--- src/rtl/inst_fetch_unit_if.sv ---
// Fetch-unit signal bundle: ROM port, redirect input and decode-side valid/ready output.
// The fetch_fault signal exists only when FETCH_FAULT_EN is defined.
interface inst_fetch_unit_if #(
  parameter int unsigned ADDR_WIDTH = 12
);
  logic [ADDR_WIDTH-1:0] rom_addr;
  logic [31:0]           rom_data;
  logic                  redirect_valid;
  logic [31:0]           redirect_pc;
  logic                  out_valid;
  logic                  out_ready;
  logic [31:0]           out_pc;
  logic [31:0]           out_inst;
`ifdef FETCH_FAULT_EN
  logic                  fetch_fault;
`endif

  modport master (
    output rom_addr,
    input  rom_data,
    input  redirect_valid,
    input  redirect_pc,
    output out_valid,
    input  out_ready,
    output out_pc,
`ifdef FETCH_FAULT_EN
    output fetch_fault,
`endif
    output out_inst
  );

  modport slave (
    input  rom_addr,
    output rom_data,
    output redirect_valid,
    output redirect_pc,
    input  out_valid,
    output out_ready,
    input  out_pc,
`ifdef FETCH_FAULT_EN
    input  fetch_fault,
`endif
    input  out_inst
  );
endinterface

--- src/rtl/inst_fetch_unit.sv ---
// Instruction fetch stage: PC, async ROM capture, prefetch FIFO and redirect flush.
// Optional macro FETCH_FAULT_EN adds out-of-ROM fault tagging and fetch stop.
module inst_fetch_unit #(
  parameter int unsigned ADDR_WIDTH = 12,
  parameter logic [31:0] RESET_PC   = 32'h0000_0000,
  parameter int unsigned FIFO_DEPTH = 4
) (
  input logic               clk,
  input logic               rst,
  inst_fetch_unit_if.master bus
);
  localparam int unsigned     PtrW     = $clog2(FIFO_DEPTH);
  localparam int unsigned     CntW     = PtrW + 1;
  localparam logic [CntW-1:0] DepthCnt = CntW'(FIFO_DEPTH);

  logic [31:0]     pc_q, pc_d;
  logic [PtrW-1:0] rd_ptr_q, rd_ptr_d;
  logic [PtrW-1:0] wr_ptr_q, wr_ptr_d;
  logic [CntW-1:0] count_q, count_d;
  logic [31:0]     pc_mem_q   [FIFO_DEPTH];
  logic [31:0]     inst_mem_q [FIFO_DEPTH];
  logic            valid, push, pop, fetch_en;
  logic [31:0]     fetch_inst;

`ifdef FETCH_FAULT_EN
  localparam logic [31:0] NopInst = 32'h0000_0013;

  logic [FIFO_DEPTH-1:0] fault_mem_q;
  logic                  stall_q, stall_d;
  logic                  pc_fault;

  assign pc_fault   = pc_q[31:ADDR_WIDTH+2] != '0;
  assign fetch_en   = !stall_q;
  assign fetch_inst = pc_fault ? NopInst : bus.rom_data;
`else
  assign fetch_en   = 1'b1;
  assign fetch_inst = bus.rom_data;
`endif

  assign bus.rom_addr = pc_q[ADDR_WIDTH+1:2];
  assign valid        = count_q != '0;
  assign pop          = valid && bus.out_ready;
  // A pop frees a slot in the same cycle, so a full FIFO keeps streaming.
  assign push         = !bus.redirect_valid && fetch_en && ((count_q < DepthCnt) || pop);

  always_comb begin
    bus.out_valid = valid;
    bus.out_pc    = '0;
    bus.out_inst  = '0;
    if (valid) begin
      bus.out_pc   = pc_mem_q[rd_ptr_q];
      bus.out_inst = inst_mem_q[rd_ptr_q];
    end
`ifdef FETCH_FAULT_EN
    bus.fetch_fault = valid && fault_mem_q[rd_ptr_q];
`endif
  end

  always_comb begin
    pc_d     = pc_q;
    rd_ptr_d = rd_ptr_q;
    wr_ptr_d = wr_ptr_q;
    count_d  = count_q;
`ifdef FETCH_FAULT_EN
    stall_d  = stall_q;
`endif
    if (bus.redirect_valid) begin
      pc_d     = bus.redirect_pc & ~32'h3;
      rd_ptr_d = '0;
      wr_ptr_d = '0;
      count_d  = '0;
`ifdef FETCH_FAULT_EN
      stall_d  = 1'b0;
`endif
    end else begin
      if (push) begin
        pc_d     = pc_q + 32'd4;
        wr_ptr_d = wr_ptr_q + 1'b1;
`ifdef FETCH_FAULT_EN
        stall_d  = stall_q | pc_fault;
`endif
      end
      if (pop) begin
        rd_ptr_d = rd_ptr_q + 1'b1;
      end
      case ({push, pop})
        2'b10:   count_d = count_q + 1'b1;
        2'b01:   count_d = count_q - 1'b1;
        default: count_d = count_q;
      endcase
    end
  end

  always_ff @(posedge clk) begin
    if (rst) begin
      pc_q     <= RESET_PC;
      rd_ptr_q <= '0;
      wr_ptr_q <= '0;
      count_q  <= '0;
`ifdef FETCH_FAULT_EN
      stall_q  <= 1'b0;
`endif
    end else begin
      pc_q     <= pc_d;
      rd_ptr_q <= rd_ptr_d;
      wr_ptr_q <= wr_ptr_d;
      count_q  <= count_d;
`ifdef FETCH_FAULT_EN
      stall_q  <= stall_d;
`endif
    end
  end

  // Storage needs no reset: out_* are gated by valid.
  always_ff @(posedge clk) begin
    if (push) begin
      pc_mem_q[wr_ptr_q]   <= pc_q;
      inst_mem_q[wr_ptr_q] <= fetch_inst;
`ifdef FETCH_FAULT_EN
      fault_mem_q[wr_ptr_q] <= pc_fault;
`endif
    end
  end
endmodule

--- src/flat_wrapper.sv ---
// flat-port wrapper written by rule: the top's interface ports become plain ports
module inst_fetch_unit_flat 
#(
  parameter int unsigned ADDR_WIDTH = 12,
  parameter logic [31:0] RESET_PC   = 32'h0000_0000,
  parameter int unsigned FIFO_DEPTH = 4
)
  (clk, rst, bus_rom_addr, bus_rom_data, bus_redirect_valid, bus_redirect_pc, bus_out_valid, bus_out_ready, bus_out_pc, bus_out_inst);
  inst_fetch_unit_if #(.ADDR_WIDTH(ADDR_WIDTH)) bus_i ();
  input logic clk;
  input logic rst;
  output wire logic [$bits(bus_i.rom_addr)-1:0] bus_rom_addr;
  input wire logic [$bits(bus_i.rom_data)-1:0] bus_rom_data;
  input wire logic [$bits(bus_i.redirect_valid)-1:0] bus_redirect_valid;
  input wire logic [$bits(bus_i.redirect_pc)-1:0] bus_redirect_pc;
  output wire logic [$bits(bus_i.out_valid)-1:0] bus_out_valid;
  input wire logic [$bits(bus_i.out_ready)-1:0] bus_out_ready;
  output wire logic [$bits(bus_i.out_pc)-1:0] bus_out_pc;
  output wire logic [$bits(bus_i.out_inst)-1:0] bus_out_inst;
  assign bus_rom_addr = bus_i.rom_addr;
  assign bus_i.rom_data = bus_rom_data;
  assign bus_i.redirect_valid = bus_redirect_valid;
  assign bus_i.redirect_pc = bus_redirect_pc;
  assign bus_out_valid = bus_i.out_valid;
  assign bus_i.out_ready = bus_out_ready;
  assign bus_out_pc = bus_i.out_pc;
  assign bus_out_inst = bus_i.out_inst;
  inst_fetch_unit #(.ADDR_WIDTH(ADDR_WIDTH), .RESET_PC(RESET_PC), .FIFO_DEPTH(FIFO_DEPTH)) u_core (.clk(clk), .rst(rst), .bus(bus_i));
endmodule
--- config.mk ---
export PLATFORM = sky130hd
export DESIGN_NAME = inst_fetch_unit_flat
export DESIGN_NICKNAME = d
export VERILOG_FILES = /design/src/rtl/inst_fetch_unit_if.sv /design/src/rtl/inst_fetch_unit.sv /design/src/flat_wrapper.sv
export SDC_FILE = /design/constraint.sdc
export NUM_CORES = 1
export LEC_CHECK = 0
export CELL_PAD_IN_SITES_DETAIL_PLACEMENT = 1
export CELL_PAD_IN_SITES_GLOBAL_PLACEMENT = 2
export CORE_UTILIZATION = 41
export CTS_BUF_LIST = sky130_fd_sc_hd__clkbuf_8 sky130_fd_sc_hd__clkbuf_16
export CTS_CLUSTER_DIAMETER = 30
export DETAILED_ROUTE_END_ITERATION = 6
export GPL_TIMING_DRIVEN = 1
export HOLD_SLACK_MARGIN = 0.05
export MAX_ROUTING_LAYER = met4
export PLACE_DENSITY = 0.86
export SYNTH_ARGS = -nofsm -noshare
export SYNTH_HDL_FRONTEND = slang
export SYNTH_SLANG_ARGS = --single-unit
--- constraint.sdc ---
create_clock -name clk -period 4.8 [get_ports clk]
set_input_delay 0.96 -clock clk [delete_from_list [all_inputs] [get_ports clk]]
set_output_delay 0.96 -clock clk [all_outputs]
set_load 0.005 [all_outputs]
==> results.yml <==
drt:
  vias: 6310
  first_iter_violations: 334
  drc: 0
  route.antenna.remaining_nets: 0
  wirelength_um: 25500
  drt_pre_antenna_iters: 4
  vias_per_cell: 5.02
  routedWlPerCell_um: 20.3
floorplan:
  core_um2: 27800
  core.rowCount: 61
  start_util_pct: 41.7
  die_y_um: 170
  fp.dieW_um: 170
  fp.dieArea_um2: 28900
  io-pin-count: 145
setup_path:
  end_kind: "output port"
  critPathRequiredTime_ps: 3840
  start_kind: "flop"
  worstPathMaxFanout: 28
  reg2reg_slack_ps: 2080
  arrival_ps: 2870
  critPathKind: "flop to output port"
cts:
  path_clk_slew_ps: 50
  h-tree-depth: 2
  cts_hold_buf: 0
  clkLatencyLatePin_ps: 570
  cts-root-buf: "clkbuf_16"
  numCtsBuffers: 60
  cts_sinks: 287
  ctsResizeCount: 0
  postCtsSetupRepairBufs: 0
  clk_path_buf_depth: 3
  cts_tree: "built"
grt:
  grt_pass1_wl_um: 39000
  grt_remaining_overflow: 0
  grt.total_usage_pct: 18.6
  antenna_found_initial: 0
  grt_start_max_net_pins: 63
  grt_pass1_vias: 6883
yosys:
  synthTopCellsByCount: "edfxtp_1, and2_1, mux4_2, dfxtp_1"
  synth.ff_latch_count: 287
  async_reset_ff_share_pct: 0
  synth.most_common_cell: "edfxtp_1"
  yosysTopAreaCellShare_pct: 64.3
  synth_cells: 669
  avgSynthCellArea_um2: 17.3
  synth_area_leaders: "edfxtp_1, mux4_2, dfxtp_1, and2_1, xnor2_1"
  yosysWarnings: 0
  synthFlopType: "edfxtp_1"
  yosysSeqAreaShare_pct: 71.0
  synth.largest_area_cell: "edfxtp_1"
  synth_cell_types: 35
  synth_edf_count: 248
  synth_area_um2: 11600
timing:
  fmax_mhz: 261
  period_minus_slack_ps: 3830
  setup_ws_ps: 975
  drv_slew: 0
  setup_violations: 0
  hold_viol: 0
  rsz0062_at_grt: "false"
  tightest_slew_ps: 1030
  relSlewSlack_pct: 31.4
  post-route-period-util_pct: 79.7
  setup_tns_ps: 0
  clock_skew_ps: 21.8
place:
  post_dp_cell_area_um2: 13300
  portBuffers: 140
  dp_hpwl_um: 14300
  place.gp.congestion: 0.700
  pre_cts_slack_ps: 1480
power_and_ir_drop:
  p_sw_mw: 1.60
  ir_drop_uv: 263
  p_clk_share_pct: 56.0
  combinationalPowerShare_pct: 5.0
  p_per_area_nw_per_um2: 479
  total_power_mw: 7.36
  pwr-share-seq_pct: 39.0
  p_int_mw: 5.76
  p_sw_share_pct: 21.7
  power_leakage_nw: 5.22
layout:
  fin_util_pct: 55.3
  diodes: 0
  drive_gt1_share_pct: 21.5
  fin_area_um2: 15400
  area_growth_pct: 32.5
  nNetsFinal: 903
hold_path:
  hold_path.class: "flop to flop"
run_status:
  status: "finished clean"
run:
  cap_viol_max_count: 0
[cell families (layout without fill, tap and decap cells)]
family	Yosys count	after routing	share of synthesized area [%]
flops	287	287	71.0
simple gates	151	151	7.67
buf+inv	74	283	2.96
mux	67	67	12.5
compound gates	49	49	2.55
xor+xnor	33	33	2.49
fa+ha+maj	7	7	0.821
other cells	1	2	0.0324
[cell type report]
class | instances | area (µm²)
repair buffers | 145 | 1450
inverters | 25 | 93.8
fillers | 2589 | 12400
well taps | 378 | 473
multi-input cells | 309 | 3030
flip-flops and latches | 287 | 8240
clock buffers | 62 | 1550
clock inverters | 51 | 526
[path summary, 6_finish.rpt]
path,startpoint,to,cells past startpoint
setup / recovery,flop,bus_out_inst[30],4
hold / removal,u_core.wr_ptr_q[1],u_core.wr_ptr_q[1],2
setup reg to reg,u_core.count_q[2],u_core.count_q[2],8
hold reg to reg,u_core.wr_ptr_q[1],u_core.wr_ptr_q[1],2
[state kept, by name, summed over array words and instances, names as in the netlist, named ones only]
register,count
u_core.wr_ptr_q,2
u_core.rd_ptr_q,2
u_core.inst_mem_q,128
u_core.pc_mem_q,120
u_core.pc_q,30
u_core.count_q,3
[power by group through the flow]
stage | registers, mW | clock network [mW] | logic [mW]
6_report | 2.87 | 4.12 | 0.371
5_1_grt | 2.88 | 4.30 | 0.405
4_1_cts | 2.87 | 4.19 | 0.383
3_5_place_dp | 2.92 | 0 | 0.379
3_3_place_gp | 2.91 | 0 | 0.371
2_1_floorplan | 2.89 | 0 | 0.191
[critical path: stages (launching register included)]
cell,delay (ps)
dfxtp_4,740
buf_12,320
mux4_2,550
and2_1,170
clkdlybuf4s50_1,480
[placed cells by master (no fill, tap or decap), types with 3 or more instances in the layout]
cell type / synthesis / layout
inv_6: 0 / 8
dfxtp_1: 39 / 37
nor2_1: 16 / 16
mux2i_1: 5 / 5
and2_4: 0 / 4
nand4_1: 7 / 7
o21a_1: 17 / 17
edfxtp_1: 248 / 248
and4_1: 6 / 6
mux4_2: 62 / 62
clkdlybuf4s50_1: 0 / 139
inv_1: 25 / 27
a21oi_1: 24 / 24
bufinv_16: 0 / 7
o22ai_1: 4 / 4
and3_1: 3 / 3
xnor2_1: 23 / 23
and2_1: 69 / 65
clkinv_4: 0 / 10
ha_1: 6 / 6
clkinvlp_4: 0 / 9
o21ai_0: 3 / 3
buf_4: 14 / 4
clkinv_2: 0 / 11
clkinv_1: 0 / 3
nand2_1: 18 / 18
clkbuf_16: 0 / 62
nor3_1: 6 / 6
xor2_1: 10 / 10
nand3_1: 13 / 13
[per-stage QoR]
| step | instances | hold slack, ps |
|---|---|---|
| final | 1257 | 499 |
| after global placement | 1144 | 486 |
| after floorplan | 670 | 465 |
| after global routing | 1257 | 531 |
| after CTS | 1257 | 504 |
| after detailed placement | 1144 | 498 |
[per-layer routing]
metal	global-route usage, %	wire length (µm)	vias up	share of wire (%)
met5	-	0	-	0
met4	5.29	380	0	1.5
li1	-	-	2890	-
met3	3.72	1110	37	4.4
met2	31.4	13000	163	51
met1	22.7	11000	3220	43
(Power assumes the default switching activity.)
